<file path="src/rtl/booth_multi.sv">
// Signed radix-4 Booth multiplier with a single registered output stage.
// Result is A*B of the operands sampled at the previous rising edge.
module booth_multi #(
    parameter int unsigned WIDTH = 32
) (
    input  logic                 clk,
    input  logic                 rst,
    input  logic [WIDTH-1:0]     A,
    input  logic [WIDTH-1:0]     B,
    output logic [2*WIDTH-1:0]   Result
);

    localparam int unsigned PW  = 2 * WIDTH;
    localparam int unsigned NPP = WIDTH / 2;

    logic [WIDTH:0]  w_b_ext;
    logic [PW-1:0]   w_a_ext;
    logic [PW-1:0]   w_a2_ext;
    logic [PW-1:0]   w_pp [NPP];
    logic [PW-1:0]   w_sum;
    logic [PW-1:0]   r_result;

    // Implicit zero below B[0]; A sign-extended to full product width.
    assign w_b_ext  = {B, 1'b0};
    assign w_a_ext  = {{WIDTH{A[WIDTH-1]}}, A};
    assign w_a2_ext = {w_a_ext[PW-2:0], 1'b0};

    for (genvar gi = 0; gi < NPP; gi++) begin : g_pp
        logic [2:0]    w_grp;
        logic [PW-1:0] w_mag;
        logic          w_neg;
        logic [PW-1:0] w_digit;

        assign w_grp = w_b_ext[2*gi +: 3];

        // Booth digit select: magnitude and sign of {0, A, 2A}.
        always_comb begin
            w_mag = '0;
            w_neg = 1'b0;
            case (w_grp)
                3'b001, 3'b010: w_mag = w_a_ext;
                3'b011:         w_mag = w_a2_ext;
                3'b100: begin
                    w_mag = w_a2_ext;
                    w_neg = 1'b1;
                end
                3'b101, 3'b110: begin
                    w_mag = w_a_ext;
                    w_neg = 1'b1;
                end
                default:        w_mag = '0;
            endcase
        end

        // Negation as one's complement plus an injected LSB carry.
        assign w_digit  = (w_neg ? ~w_mag : w_mag) + PW'(w_neg);
        assign w_pp[gi] = w_digit << (2 * gi);
    end

    always_comb begin
        w_sum = '0;
        for (int i = 0; i < int'(NPP); i++) begin
            w_sum = w_sum + w_pp[i];
        end
    end

    always_ff @(posedge clk) begin
        if (rst) begin
            r_result <= '0;
        end else begin
            r_result <= w_sum;
        end
    end

    assign Result = r_result;

endmodule

</file>
<file path="config.mk">
export PLATFORM = sky130hd
export DESIGN_NAME = booth_multi
export DESIGN_NICKNAME = d
export VERILOG_FILES = /design/src/rtl/booth_multi.sv
export SDC_FILE = /design/constraint.sdc
export NUM_CORES = 2
export LEC_CHECK = 0
export ABC_CLOCK_PERIOD_IN_PS = 15900
export CAP_MARGIN = 20
export CORE_UTILIZATION = 40
export CTS_CLUSTER_DIAMETER = 150
export CTS_CLUSTER_SIZE = 25
export DETAILED_ROUTE_END_ITERATION = 10
export PLACE_DENSITY_LB_ADDON = 0.15
export SYNTH_ARGS = -nofsm -noshare
export SYNTH_HDL_FRONTEND = slang
export SYNTH_SLANG_ARGS = --single-unit
</file>
<file path="constraint.sdc">
create_clock -name clk -period 15.9 [get_ports clk]
set_input_delay 3.18 -clock clk [delete_from_list [all_inputs] [get_ports clk]]
set_output_delay 3.18 -clock clk [all_outputs]
set_load 0.005 [all_outputs]
</file>
==> flow_metrics.tcl <==
set metrics [dict create \
    cp_top_family "adder cells" \
    synth_top_family_by_area "adder cells" \
    synth_compound_area_frac 0.253 \
    critical_path_class "in2reg" \
    n_fill_cell 12383 \
    drc 0 \
    cts_tree "yes" \
    path_clk_slew_ps 60 \
    synth.area.top_cells "fa_1, xnor2_1, a22oi_1" \
    row_count 127 \
    grt_pass1_vias 44665 \
    layout.nets 6903 \
    cp.arrival_ps 14800 \
    setup_ws_ps 1350 \
    grt_use_total 0.356 \
    path_common_cell "fa_1" \
    hpwl_um 177000 \
    fin_util 0.427 \
    synth_adder_area_share 0.318 \
    gr-usage-met1 0.501 \
    core_mm2 0.120 \
    yosysSeqAreaShare 0.0265 \
    ant_nets 0 \
    period_needed_ps 14550 \
    drive_above_1_share 0.0673 \
    synth_top_area_frac 0.264 \
    rsz0062_at_grt "false" \
    yosysWarningCount 0 \
    first_pass_iters 6 \
    io_pins 130 \
    cts_max_level 3 \
    dp_worst_setup_slack_ps 1130 \
    multiInputGateArea_mm2 0.0425 \
    grt_pass1_wl_um 317000 \
    ctsHoldBuffers 0 \
    hold_path_class "in2reg" \
    cts_buffers 9 \
    syn_to_final_growth_pct 5.85 \
    drt_iter0_markers 6972 \
    start_util 0.403 \
    die-area_mm2 0.122 \
    synthMuxAreaShare 0.0104 \
    required_ps 16150 \
    setup_viol 0 \
    place_congestion 1.03 \
    crit_buf_inv 4 \
    start_kind "primary input" \
    synth_nets 7170 \
    fmax_mhz 68.7 \
    slew_headroom 0.173 \
    cp_max_fo 49 \
    grt_max_degree 69 \
    tns_ps 0 \
    post-route-period-util 0.915 \
    yosys.area_share.simple 0.151 \
    status "finished clean" \
    synth_top_area_cell "fa_1" \
    fp.dieW_um 349 \
    avgRoutedWirePerCell_um 29.2 \
    max_slew.worst_pin.slew_ps 1240 \
    clkSinkCount 64 \
    num_vias 48362 \
    avgSynthCellArea_um2 7.71 \
    die_h_um 349 \
    regArea_mm2 0.00128 \
    ys_ff_latch 64 \
    postCtsSetupRepairBufs 0 \
    synth_ff_type "dfxtp_1" \
    end_kind "register" \
    largest_reg_flops 64 \
    drt-total-wl_um 223000 \
    cpPeakStageDelay_ps 830 \
    syn_area_mm2 0.0483 \
    overflow 0 \
    fin_cells 7614 \
    use_met3 0.138 \
    dp_cells 7594 \
    antenna_found_initial 19 \
    busiest_layer "met1" \
    clockRootBuffer "clkbuf_16" \
    cts_resized 0 \
    timing.final.max_slew_violations 0 \
    async_flop_share 0 \
    grtUsageMet2 0.483 \
    ys_types 105 \
    numPortBuffers 129 \
    synth-xor-area-share 0.145 \
    cts_buffer_depth 2 \
    netlist_instances 6261 \
    synth-edff-count 0 \
    via_per_inst 6.35 \
    finalHoldViolations 0 \
    drv_cap 0 \
    cp_slowest_cell "mux2_2" \
]
placed cells by master, fill, tap and decap left out, types with 31 or more instances in the layout:
master / n
o21ai_0: 320
inv_1: 627
o22ai_1: 46
or3_1: 39
mux2i_1: 31
a22oi_1: 367
and2_1: 72
nand2_1: 423
buf_4: 182
dfxtp_1: 64
a21oi_1: 446
fa_1: 636
xnor2_1: 620
xor2_1: 165
nand4_1: 44
a221oi_1: 59
nor3_1: 97
a22o_1: 42
nand3_1: 148
nor2_1: 325
buf_2: 37
nand2b_1: 47
a31oi_1: 55
a221o_1: 40
o211ai_1: 43
a21o_1: 50
or2_2: 60
ha_1: 195
clkdlybuf4s50_1: 93
nor2b_1: 39
path summary, 6_finish.rpt:
path                  from         end  slack (ps)  depth (start not counted)
worst max-delay path  B[5]  Result[62]        1350                         32
worst min-delay path   rst  Result[60]        3440                          3
metrics by stage:
step,hold slack (ps),instance area (µm²)
after detailed placement,3840,50800
after CTS,3460,51100
final,3440,51100
after global placement,3830,50800
after floorplan,3460,48300
after global routing,3490,51100
kinds of logic (layout without fill, tap and decap cells):
family	Yosys count	after routing
xor+xnor	791	791
fa+ha+maj	845	845
mux	48	48
compound gates	1817	1817
simple gates	1471	1471
other cells	0	3
buf+inv	1225	963
flops	64	64
synthesized netlist by cell type, types with 39 or more instances:
library cell and n:
a21o_1 50, a21oi_1 446, a221o_1 40, a221oi_1 59, a22o_1 42, a22oi_1 367
a31oi_1 55, and2_1 72, buf_1 148, buf_2 53, clkbuf_1 391, dfxtp_1 64
fa_1 636, ha_1 207, inv_1 627, nand2_1 423, nand2b_1 48, nand3_1 148
nand4_1 44, nor2_1 328, nor2b_1 40, nor3_1 97, o211ai_1 43, o21ai_0 320
o22ai_1 46, or2_2 60, or3_1 39, xnor2_1 621, xor2_1 165
per-layer routing:
| layer | share of wire | routed length (µm) | up-vias |
|---|---|---|---|
| met1 | 0.42 | 93500 | 23666 |
| met5 | 0.00018 | 41 | - |
| li1 | - | - | 21030 |
| met4 | 0.043 | 9640 | 6 |
| met3 | 0.15 | 33700 | 506 |
| met2 | 0.39 | 85800 | 3154 |
layout make-up:
class | count | area share
timing repair buffer | 315 | 0.0497
sequential | 64 | 0.0251
antenna | 3 | 0.000147
multi-input combinational | 4972 | 0.832
clock buffer | 10 | 0.00467
tap | 1612 | 0.0395
inverter | 632 | 0.0465
clock inverter | 6 | 0.00225
Power is left out: the tool's default activity adds up to more than one toggle a clock period on the data nets, which glitch-free logic cannot reach.
